[config.mk]
export PLATFORM = sky130hd
export DESIGN_NAME = pc_redirect_ctrl_flat
export DESIGN_NICKNAME = d
export VERILOG_FILES = /design/src/rtl/pc_redirect_ctrl_pkg.sv /design/src/rtl/pc_redirect_ctrl_if.sv /design/src/rtl/pc_redirect_ctrl_hazard_detect.sv /design/src/rtl/pc_redirect_ctrl.sv /design/src/flat_wrapper.sv
export SDC_FILE = /design/constraint.sdc
export NUM_CORES = 1
export LEC_CHECK = 0
export CAP_MARGIN = 15
export CORE_ASPECT_RATIO = 1.2
export CORE_UTILIZATION = 45
export CTS_CLUSTER_SIZE = 30
export DETAILED_ROUTE_END_ITERATION = 8
export PLACE_DENSITY = 0.88
export SETUP_SLACK_MARGIN = 0.5
export SLEW_MARGIN = 20
export SYNTH_ARGS = -nofsm -noshare
export SYNTH_HDL_FRONTEND = slang
export SYNTH_SLANG_ARGS = --single-unit
[constraint.sdc]
create_clock -name CLK -period 4.5 [get_ports CLK]
set_input_delay 0.9 -clock CLK [delete_from_list [all_inputs] [get_ports CLK]]
set_output_delay 0.9 -clock CLK [all_outputs]
set_load 0.01 [all_outputs]
[src/rtl/pc_redirect_ctrl_pkg.sv]
// Shared control constants for the PC redirect controller: PC select codes,
// FSM state encoding and the hard-wired zero register index.
package cpu_ctrl_pkg;

  localparam logic [1:0] PC_SEL_PC4 = 2'b00;
  localparam logic [1:0] PC_SEL_BR  = 2'b01;
  localparam logic [1:0] PC_SEL_JR  = 2'b10;
  localparam logic [1:0] PC_SEL_JAL = 2'b11;

  localparam logic [4:0] REG_ZERO = 5'd0;

  typedef enum logic [1:0] {
    ST_RUN,
    ST_STALL,
    ST_FLUSH
  } ctrl_state_e;

endpackage

[src/rtl/pc_redirect_ctrl_if.sv]
// EX/ID resolution inputs and PC/pipeline-register control outputs of the
// redirect controller, bundled as one interface.
interface pc_redirect_ctrl_if #(
  parameter int unsigned CNT_W = 32
);
  logic             ex_valid;
  logic             ex_branch;
  logic             ex_br_taken;
  logic             ex_jr;
  logic             ex_jal;
  logic             ex_mem_read;
  logic [4:0]       ex_rd;
  logic [4:0]       id_rs;
  logic [4:0]       id_rt;
  logic             id_uses_rs;
  logic             id_uses_rt;
  logic             mem_stall;
  logic [1:0]       pc_sel;
  logic             pc_en;
  logic             flush;
  logic             if_id_kill;
  logic             if_id_hold;
  logic             id_ex_bubble;
  logic [CNT_W-1:0] redirect_count;

  modport master (
    output ex_valid, ex_branch, ex_br_taken, ex_jr, ex_jal, ex_mem_read, ex_rd,
           id_rs, id_rt, id_uses_rs, id_uses_rt, mem_stall,
    input  pc_sel, pc_en, flush, if_id_kill, if_id_hold, id_ex_bubble, redirect_count
  );

  modport slave (
    input  ex_valid, ex_branch, ex_br_taken, ex_jr, ex_jal, ex_mem_read, ex_rd,
           id_rs, id_rt, id_uses_rs, id_uses_rt, mem_stall,
    output pc_sel, pc_en, flush, if_id_kill, if_id_hold, id_ex_bubble, redirect_count
  );
endinterface

[src/rtl/pc_redirect_ctrl_hazard_detect.sv]
// Combinational load-use hazard comparator between the EX load destination
// and the ID source operands.
module hazard_detect
  import cpu_ctrl_pkg::*;
(
  input  logic       ex_valid,
  input  logic       ex_mem_read,
  input  logic [4:0] ex_rd,
  input  logic [4:0] id_rs,
  input  logic [4:0] id_rt,
  input  logic       id_uses_rs,
  input  logic       id_uses_rt,
  output logic       load_use
);

  always_comb begin
    load_use = ex_valid & ex_mem_read & (ex_rd != REG_ZERO) &
               ((id_uses_rs & (id_rs == ex_rd)) | (id_uses_rt & (id_rt == ex_rd)));
  end

endmodule

[src/rtl/pc_redirect_ctrl.sv]
// PC redirect controller: sequences branch/jump redirects, load-use stalls
// and the wrong-path squash window; counts redirects taken.
module pc_redirect_ctrl
  import cpu_ctrl_pkg::*;
#(
  parameter int unsigned FLUSH_CYCLES = 2,
  parameter int unsigned CNT_W        = 32
) (
  input  logic             CLK,
  input  logic             RST,
  pc_redirect_ctrl_if.slave bus
);

  localparam logic [1:0]  FLUSH_INIT    = 2'(FLUSH_CYCLES - 1);
  localparam ctrl_state_e REDIRECT_NEXT = (FLUSH_CYCLES > 1) ? ST_FLUSH : ST_RUN;

  ctrl_state_e      state, next_state;
  logic [1:0]       flush_cnt;
  logic [CNT_W-1:0] count;
  logic             load_use;
  logic             redirect;
  logic [1:0]       redirect_sel;
  logic             cnt_load, cnt_dec, count_inc;

  hazard_detect u_hazard (
    .ex_valid    (bus.ex_valid),
    .ex_mem_read (bus.ex_mem_read),
    .ex_rd       (bus.ex_rd),
    .id_rs       (bus.id_rs),
    .id_rt       (bus.id_rt),
    .id_uses_rs  (bus.id_uses_rs),
    .id_uses_rt  (bus.id_uses_rt),
    .load_use    (load_use)
  );

  always_comb begin
    redirect = bus.ex_valid &
               ((bus.ex_branch & bus.ex_br_taken) | bus.ex_jr | bus.ex_jal);
    if (bus.ex_jal)     redirect_sel = PC_SEL_JAL;
    else if (bus.ex_jr) redirect_sel = PC_SEL_JR;
    else                redirect_sel = PC_SEL_BR;
  end

  // Reset forces the idle output pattern combinationally, so a reset
  // mid-flush or mid-stall drops the strobes in the same cycle.
  always_comb begin
    next_state       = state;
    bus.pc_sel       = PC_SEL_PC4;
    bus.pc_en        = 1'b1;
    bus.flush        = 1'b0;
    bus.if_id_kill   = 1'b0;
    bus.if_id_hold   = 1'b0;
    bus.id_ex_bubble = 1'b0;
    cnt_load         = 1'b0;
    cnt_dec          = 1'b0;
    count_inc        = 1'b0;
    if (!RST) begin
      unique case (state)
        ST_RUN: begin
          if (bus.mem_stall) begin
            bus.pc_en      = 1'b0;
            bus.if_id_hold = 1'b1;
          end else if (redirect) begin
            bus.pc_sel       = redirect_sel;
            bus.flush        = 1'b1;
            bus.if_id_kill   = 1'b1;
            bus.id_ex_bubble = 1'b1;
            cnt_load         = 1'b1;
            count_inc        = 1'b1;
            next_state       = REDIRECT_NEXT;
          end else if (load_use) begin
            bus.pc_en        = 1'b0;
            bus.if_id_hold   = 1'b1;
            bus.id_ex_bubble = 1'b1;
            next_state       = ST_STALL;
          end
        end
        ST_STALL: begin
          if (bus.mem_stall) begin
            bus.pc_en      = 1'b0;
            bus.if_id_hold = 1'b1;
          end else begin
            next_state = ST_RUN;
          end
        end
        ST_FLUSH: begin
          bus.if_id_kill   = 1'b1;
          bus.id_ex_bubble = 1'b1;
          if (bus.mem_stall) begin
            bus.pc_en = 1'b0;
          end else begin
            cnt_dec = 1'b1;
            if (flush_cnt == 2'd1) next_state = ST_RUN;
          end
        end
        default: next_state = ST_RUN;
      endcase
    end
  end

  always_ff @(posedge CLK) begin
    if (RST) begin
      state     <= ST_RUN;
      flush_cnt <= '0;
      count     <= '0;
    end else begin
      state <= next_state;
      if (cnt_load)     flush_cnt <= FLUSH_INIT;
      else if (cnt_dec) flush_cnt <= flush_cnt - 2'd1;
      if (count_inc)    count <= count + CNT_W'(1);
    end
  end

  assign bus.redirect_count = count;

endmodule
[src/flat_wrapper.sv]
// flat-port wrapper written by rule: the top's interface ports become plain ports
module pc_redirect_ctrl_flat import cpu_ctrl_pkg::*;
#(
  parameter int unsigned FLUSH_CYCLES = 2,
  parameter int unsigned CNT_W        = 32
)
  (CLK, RST, bus_ex_valid, bus_ex_branch, bus_ex_br_taken, bus_ex_jr, bus_ex_jal, bus_ex_mem_read, bus_ex_rd, bus_id_rs, bus_id_rt, bus_id_uses_rs, bus_id_uses_rt, bus_mem_stall, bus_pc_sel, bus_pc_en, bus_flush, bus_if_id_kill, bus_if_id_hold, bus_id_ex_bubble, bus_redirect_count);
  pc_redirect_ctrl_if #(.CNT_W(CNT_W)) bus_i ();
  input  logic CLK;
  input  logic RST;
  input wire logic [$bits(bus_i.ex_valid)-1:0] bus_ex_valid;
  input wire logic [$bits(bus_i.ex_branch)-1:0] bus_ex_branch;
  input wire logic [$bits(bus_i.ex_br_taken)-1:0] bus_ex_br_taken;
  input wire logic [$bits(bus_i.ex_jr)-1:0] bus_ex_jr;
  input wire logic [$bits(bus_i.ex_jal)-1:0] bus_ex_jal;
  input wire logic [$bits(bus_i.ex_mem_read)-1:0] bus_ex_mem_read;
  input wire logic [$bits(bus_i.ex_rd)-1:0] bus_ex_rd;
  input wire logic [$bits(bus_i.id_rs)-1:0] bus_id_rs;
  input wire logic [$bits(bus_i.id_rt)-1:0] bus_id_rt;
  input wire logic [$bits(bus_i.id_uses_rs)-1:0] bus_id_uses_rs;
  input wire logic [$bits(bus_i.id_uses_rt)-1:0] bus_id_uses_rt;
  input wire logic [$bits(bus_i.mem_stall)-1:0] bus_mem_stall;
  output wire logic [$bits(bus_i.pc_sel)-1:0] bus_pc_sel;
  output wire logic [$bits(bus_i.pc_en)-1:0] bus_pc_en;
  output wire logic [$bits(bus_i.flush)-1:0] bus_flush;
  output wire logic [$bits(bus_i.if_id_kill)-1:0] bus_if_id_kill;
  output wire logic [$bits(bus_i.if_id_hold)-1:0] bus_if_id_hold;
  output wire logic [$bits(bus_i.id_ex_bubble)-1:0] bus_id_ex_bubble;
  output wire logic [$bits(bus_i.redirect_count)-1:0] bus_redirect_count;
  assign bus_i.ex_valid = bus_ex_valid;
  assign bus_i.ex_branch = bus_ex_branch;
  assign bus_i.ex_br_taken = bus_ex_br_taken;
  assign bus_i.ex_jr = bus_ex_jr;
  assign bus_i.ex_jal = bus_ex_jal;
  assign bus_i.ex_mem_read = bus_ex_mem_read;
  assign bus_i.ex_rd = bus_ex_rd;
  assign bus_i.id_rs = bus_id_rs;
  assign bus_i.id_rt = bus_id_rt;
  assign bus_i.id_uses_rs = bus_id_uses_rs;
  assign bus_i.id_uses_rt = bus_id_uses_rt;
  assign bus_i.mem_stall = bus_mem_stall;
  assign bus_pc_sel = bus_i.pc_sel;
  assign bus_pc_en = bus_i.pc_en;
  assign bus_flush = bus_i.flush;
  assign bus_if_id_kill = bus_i.if_id_kill;
  assign bus_if_id_hold = bus_i.if_id_hold;
  assign bus_id_ex_bubble = bus_i.id_ex_bubble;
  assign bus_redirect_count = bus_i.redirect_count;
  pc_redirect_ctrl #(.FLUSH_CYCLES(FLUSH_CYCLES), .CNT_W(CNT_W)) u_core (.CLK(CLK), .RST(RST), .bus(bus_i));
endmodule
### Yosys cells after proc, flatten, opt, wreduce, memory -nomap -nowiden

Index checks and enable logic that the tools add are counted.

* reductions and logical operators: 6
* mux-type cells: 39
* add/subtract/negate cells: 2
* equal/unequal tests: 10
* bitwise gates (word level): 10

Operators by type and width (count)
* adder 32 x 1 -> 32 bit, second input constant: 1
* 2-to-1 mux 2 bit: 12
* 2-to-1 mux 1 bit: 22
* == test 5 bit: 2
* case mux 1 bit (2 select lines): 4
* AND 1 bit: 7
* inequality test 2 bit, second input constant: 3
* case mux 2 bit (3 select lines): 1
* AND reduction 5 bit: 1
* nonzero test 5 bit: 1
* == test 2 x 1 -> 1 bit, second input constant: 2
* OR reduction 2 bit: 2
* inequality test 3 x 1 -> 1 bit, second input constant: 1
* OR 1 bit: 3
* == test 2 bit, second input constant: 1
* zero test 2 bit: 1
* inequality test 2 x 1 -> 1 bit, second input constant: 1
* nonzero test 2 bit: 1
* subtractor 2 x 1 -> 2 bit, second input constant: 1

* word-level logic and storage cells: 71
* register bits: 36

### Longest topological paths before layout

* word-level depth: 9
* depth in mapped cells: 9

### Cells and area by module

A second synthesis with hierarchy kept.

* cells, all modules: 245
* area, all modules: 2011.9 µm²

By module, submodules not included
* pc_redirect_ctrl: cells an instance 228, times used 1, area each 1876.8 µm²
* hazard_detect: cells an instance 17, times used 1, area each 135.1 µm²

### Least setup slack after synthesis

OpenSTA, ideal clock, no wires.

* kind: in2out
* start: input port bus_ex_branch
* end: output port bus_id_ex_bubble
* stages: 6
* setup slack: 1539 ps
* arrival time: 2061 ps
* cell sequence: a211o_1 > and2_1 > clkbuf_1 > nand3b_1 > a21oi_1 > a21o_1

* word-level cells in the longest chain between the ends: 8

Ends and longest elaborated chain
* start, declared: line flat_wrapper.sv:12 `input wire logic [$bits(bus_i.ex_branch)-1:0] bus_ex_branch;`
* AND 1 bit: line pc_redirect_ctrl.sv:38 `((bus.ex_branch & bus.ex_br_taken) | bus.ex_jr | bus.ex_jal);`
* OR 1 bit (2 in series): line pc_redirect_ctrl.sv:38
* AND 1 bit: line pc_redirect_ctrl.sv:37 `redirect = bus.ex_valid &`
* 2-to-1 mux 1 bit: line pc_redirect_ctrl.sv:63 `end else if (redirect) begin`
* 2-to-1 mux 1 bit: line pc_redirect_ctrl.sv:60 `if (bus.mem_stall) begin`
* case mux 1 bit (2 select lines): line pc_redirect_ctrl.sv:58 `unique case (state)`
* 2-to-1 mux 1 bit: line pc_redirect_ctrl.sv:57 `if (!RST) begin`
* end, declared: line flat_wrapper.sv:28 `output wire logic [$bits(bus_i.id_ex_bubble)-1:0] bus_id_ex_bubble;`

No other way between the ends.

### Worst setup path after layout

* start: input port bus_ex_rd[0]
* end: output port bus_id_ex_bubble

* word-level cells in the longest chain between the ends: 9

Ends and longest elaborated chain
* start, declared: line flat_wrapper.sv:17 `input wire logic [$bits(bus_i.ex_rd)-1:0] bus_ex_rd;`
* == test 5 bit: line pc_redirect_ctrl_hazard_detect.sv:18 `((id_uses_rs & (id_rs == ex_rd)) | (id_uses_rt & (id_rt == ex_rd)));`
* AND 1 bit: line pc_redirect_ctrl_hazard_detect.sv:18
* OR 1 bit: line pc_redirect_ctrl_hazard_detect.sv:18
* AND 1 bit *: line pc_redirect_ctrl_hazard_detect.sv:17 `load_use = ex_valid & ex_mem_read & (ex_rd != REG_ZERO) &`
* 2-to-1 mux 1 bit *: line pc_redirect_ctrl.sv:71 `end else if (load_use) begin`
* 2-to-1 mux 1 bit *: line pc_redirect_ctrl.sv:63
* 2-to-1 mux 1 bit *: line pc_redirect_ctrl.sv:60
* case mux 1 bit (2 select lines) *: line pc_redirect_ctrl.sv:58
* 2-to-1 mux 1 bit *: line pc_redirect_ctrl.sv:57

Mark *: on every way between the ends. The rest lies on a longest branch, timed or not.

==> results.txt <==
Headroom to the max-slew limit came out at 39.1%. The aggregate global routing overflow is 0. Based on the critical path, the design can be clocked at up to 259 MHz. Dividing the detail-routed via count by the number of cells gives 5.20. The number of DRC violations after detailed routing is 0.

The path class of the tightest hold or removal check is reg2reg. Broken down by cell family, the worst path's largest delay share belongs to buffers and inverters. The total buffers and inverters traversed by the critical path came out at 2.

The prevailing post-synth register cell is sky130_fd_sc_hd__dfxtp_1. Clock tree synthesis found a total of 36 sinks. The flow ran to the end, and the final reports show no timing, DRC or antenna violations. OpenSTA, run right after detailed placement, puts the worst setup slack at around 0.63 ns. The share of final-layout standard cells stronger than drive strength 1 is under 10%. The peak fanout along the critical path is 3. The worst setup path is launched from a primary input.

The number of endpoints failing setup at the final stage is 0. The deepest level of the CTS H-tree came out at 2. The post-route worst setup slack came out at 0.642 ns. By startpoint and endpoint, the worst setup path is classified as in2out.

The number of distinct library cells after synthesis came out at 40. The via count of the first global-routing pass was 1820. The post-DP HPWL is 3430 um. Summed over all instances, the cell type with the most area after synthesis is sky130_fd_sc_hd__dfxtp_1.

The mapped netlist covers between 0.002 and 0.0025 mm2. The width of the chip came out at 63.8 um. The wire length reported by the detailed router is 4660 um.

The die outline area is 0.00486 mm2. Routability-driven placement finished with a final weighted congestion of approximately 0.81. Of all flip-flops after synthesis, the portion carrying an async set or reset was 0%. The number of core rows came out at 26. Traced cell by cell, the critical path runs through clkdlybuf4s50_1, or3_1, o311a_1, and2_1, a21o_1, clkdlybuf4s50_1. The required time of the worst setup path came out at 3.60 ns. TritonCTS built the clock tree. The number of buffers created by CTS came out at 5. The clock latency on the worst-skew pair is 0.29 ns. The synthesized design contains 0 enable-type register cells. Of the post-synthesis cell area, the dominant cell type holds 35.0%. The power density normalized to cell area came out at 232 mW/mm2.

The post-route antenna net violation count is 0. The flip-flop and latch count after synthesis is 36. In the synthesized netlist, the number of instances is 246.

The tree is rooted in a sky130_fd_sc_hd__clkbuf_8. The synthesized netlist net count came out at 278. In this design, the stage delay of the slowest critical-path cell is 0.48 ns.

The detailed-route via count came out at 1891. The total negative slack is 0 ns. In the post-synthesis netlist, the biggest area contributors are sky130_fd_sc_hd__dfxtp_1 (35%), sky130_fd_sc_hd__xnor2_1 (14%), sky130_fd_sc_hd__nor2_1 (6.6%). The pre-antenna-repair detailed-routing pass consisted of 4 iterations. Port buffering added 64 buffers. Averaged over all synthesized cells, the footprint is approximately 8.4 um2. The number of post-CTS setup repair buffers is 0. Setup repair after global routing left no endpoint under its margin. The final layout contains around 340 nets. The worst setup skew after layout came out at ~0.0047 ns. The slowest stage of the critical path belongs to the cell sky130_fd_sc_hd__clkdlybuf4s50_1. Compared with the post-synthesis result, the final layout area differs by 36.8%. Counting instances in the post-synthesis netlist gives the leading cell types as sky130_fd_sc_hd__dfxtp_1 (36), sky130_fd_sc_hd__nor2_1 (36), sky130_fd_sc_hd__xnor2_1 (34).

In this run the static leakage power is about 0.96 nW. The initial antenna violation count came to 0. The starting density of the core came out at a little under half. The count of max-cap constraint violations came out at 0. The cell repeated most along the worst path is sky130_fd_sc_hd__clkdlybuf4s50_1. After clock tree synthesis, the clock-pin slew on the worst setup and hold paths is 0.07 ns.

The finished layout holds around 360 standard cells, fillers aside. The placed instance count is roughly 360. The count of final hold-check violations came to 0. The pin count of the biggest net entering global routing is 41. The peak supply drop came out at 0.194 mV.

The max-slew violation count came out at 0. The standard cell core area came out at 0.00433 mm2. The final critical path takes up a little under nine tenths of the cycle. The global-route total usage across every layer is between 20% and 30%. The number of synthesis warnings came out at 0. The worst setup path is captured at a primary output.

The clock passes through at most 2 buffers. The average wire per cell in the routed design is approximately 13 um. Pin placement for this block handled 65 I/O pins.

The portion of the post-synthesis area used by sequential elements came out at 35.0%. The first-iteration detailed-routing DRC count is 67. The first-pass GRT wire length is 7940 um. The number of antenna repair diodes came out at 0.

The transition time of the tightest slew-check pin is a little over 0.9 ns. The die extent in y is about 76 um. The clock period could shrink to 3.86 ns. The worst endpoint data arrival time came out at 2.96 ns.
cell usage in the layout, fill, tap and decap left out, types with 6 or more instances in the layout:
| cell type | count |
|---|---|
| sky130_fd_sc_hd__o21ai_0 | 9 |
| sky130_fd_sc_hd__ha_1 | 6 |
| sky130_fd_sc_hd__a21oi_1 | 11 |
| sky130_fd_sc_hd__or3_1 | 9 |
| sky130_fd_sc_hd__nor4_1 | 6 |
| sky130_fd_sc_hd__nand2_1 | 14 |
| sky130_fd_sc_hd__nor3_1 | 10 |
| sky130_fd_sc_hd__xnor2_1 | 34 |
| sky130_fd_sc_hd__dfxtp_1 | 36 |
| sky130_fd_sc_hd__clkdlybuf4s50_1 | 64 |
| sky130_fd_sc_hd__inv_1 | 13 |
| sky130_fd_sc_hd__nand3_1 | 13 |
| sky130_fd_sc_hd__clkbuf_8 | 6 |
| sky130_fd_sc_hd__nor2_1 | 36 |
routing by layer:
metal / routed length (um) / GRT usage [%] / up-vias
li1: - / - / 971
met1: 2030 / 22.7 / 858
met5: 0 / 0 / -
met3: 334 / 6.14 / 5
met4: 46 / 5.45 / 0
met2: 2250 / 35.7 / 57
flip-flops by register name, summed over array words and instances, names as in the netlist:
| signal | cells |
|---|---|
| u_core.state | 2 |
| u_core.flush_cnt | 2 |
| u_core.bus.redirect_count | 32 |
layout make-up:
| class | instances | area, um2 |
|---|---|---|
| Fill cell | 359 | 1510 |
| Multi-Input combinational cell | 186 | 1240 |
| Clock inverter | 2 | 10.0 |
| Timing Repair Buffer | 65 | 648 |
| Inverter | 13 | 48.8 |
| Clock buffer | 6 | 82.6 |
| Sequential cell | 36 | 721 |
| Tap cell | 56 | 70.1 |
power breakdown:
part | switching [W] | internal (W)
Clock | 0.000114 | 0.000122
Combinational | 0.0000421 | 0.0000503
Sequential | 0.00000349 | 0.000322
Total | 0.000159 | 0.000495
timing repair:
item	4_1_cts	5_1_grt
endpoints found under the setup margin	0	1
gates resized for setup	0	1
hold endpoints to repair	0	0
hold buffers	0	0
logic make-up (layout without fill, tap and decap cells):
kind of cell,Yosys count,after routing,share of synthesized area (%)
AND/OR/NAND/NOR,113,113,31.8
multiplexers,1,1,0.486
adder cells (fa/ha/maj),6,6,3.64
flip-flops,36,36,35.0
AO/OA/AOI/OAI,30,30,8.87
buffers and inverters,24,86,4.98
XOR/XNOR,36,36,15.3
path summary, 6_finish.rpt:
| kind | from | end | slack, ns | depth (start not counted) |
|---|---|---|---|---|
| max | bus_ex_rd[0] | bus_id_ex_bubble | 0.64 | 6 |
| min | u_core.flush_cnt[1]$_SDFFE_PP0P_ | u_core.flush_cnt[1]$_SDFFE_PP0P_ | 0.48 | 2 |
| max reg2reg | u_core.state[0]$_SDFFE_PP0P_ | u_core.bus.redirect_count[20]$_SDFFE_PP0P_ | 2.05 | 7 |
| min reg2reg | u_core.flush_cnt[1]$_SDFFE_PP0P_ | u_core.flush_cnt[1]$_SDFFE_PP0P_ | 0.48 | 2 |
worst reg2reg max path, stage by stage, from the launching register on:
cell and delay, ns:
sky130_fd_sc_hd__dfxtp_1 0.33, sky130_fd_sc_hd__inv_1 0.10, sky130_fd_sc_hd__ha_1 0.34, sky130_fd_sc_hd__nor3b_4 0.41
sky130_fd_sc_hd__nand4_2 0.45, sky130_fd_sc_hd__nor4_1 0.45, sky130_fd_sc_hd__xnor2_1 0.17, sky130_fd_sc_hd__nor2_1 0.07
through the flow:
| stage | util, % | instance area (um2) | power [W] | hold slack (ns) |
|---|---|---|---|---|
| after floorplan | - | 2060 | 0.000379 | 0.450 |
| after global placement | 63.0 | 2730 | 0.000423 | 0.464 |
| after detailed placement | 63.0 | 2730 | 0.000425 | 0.467 |
| after CTS | 65.1 | 2820 | 0.000662 | 0.480 |
| after global routing | 65.2 | 2820 | 0.000678 | 0.505 |
| final | 65.2 | 2820 | 0.000654 | 0.483 |
(Power assumes the default switching activity.)
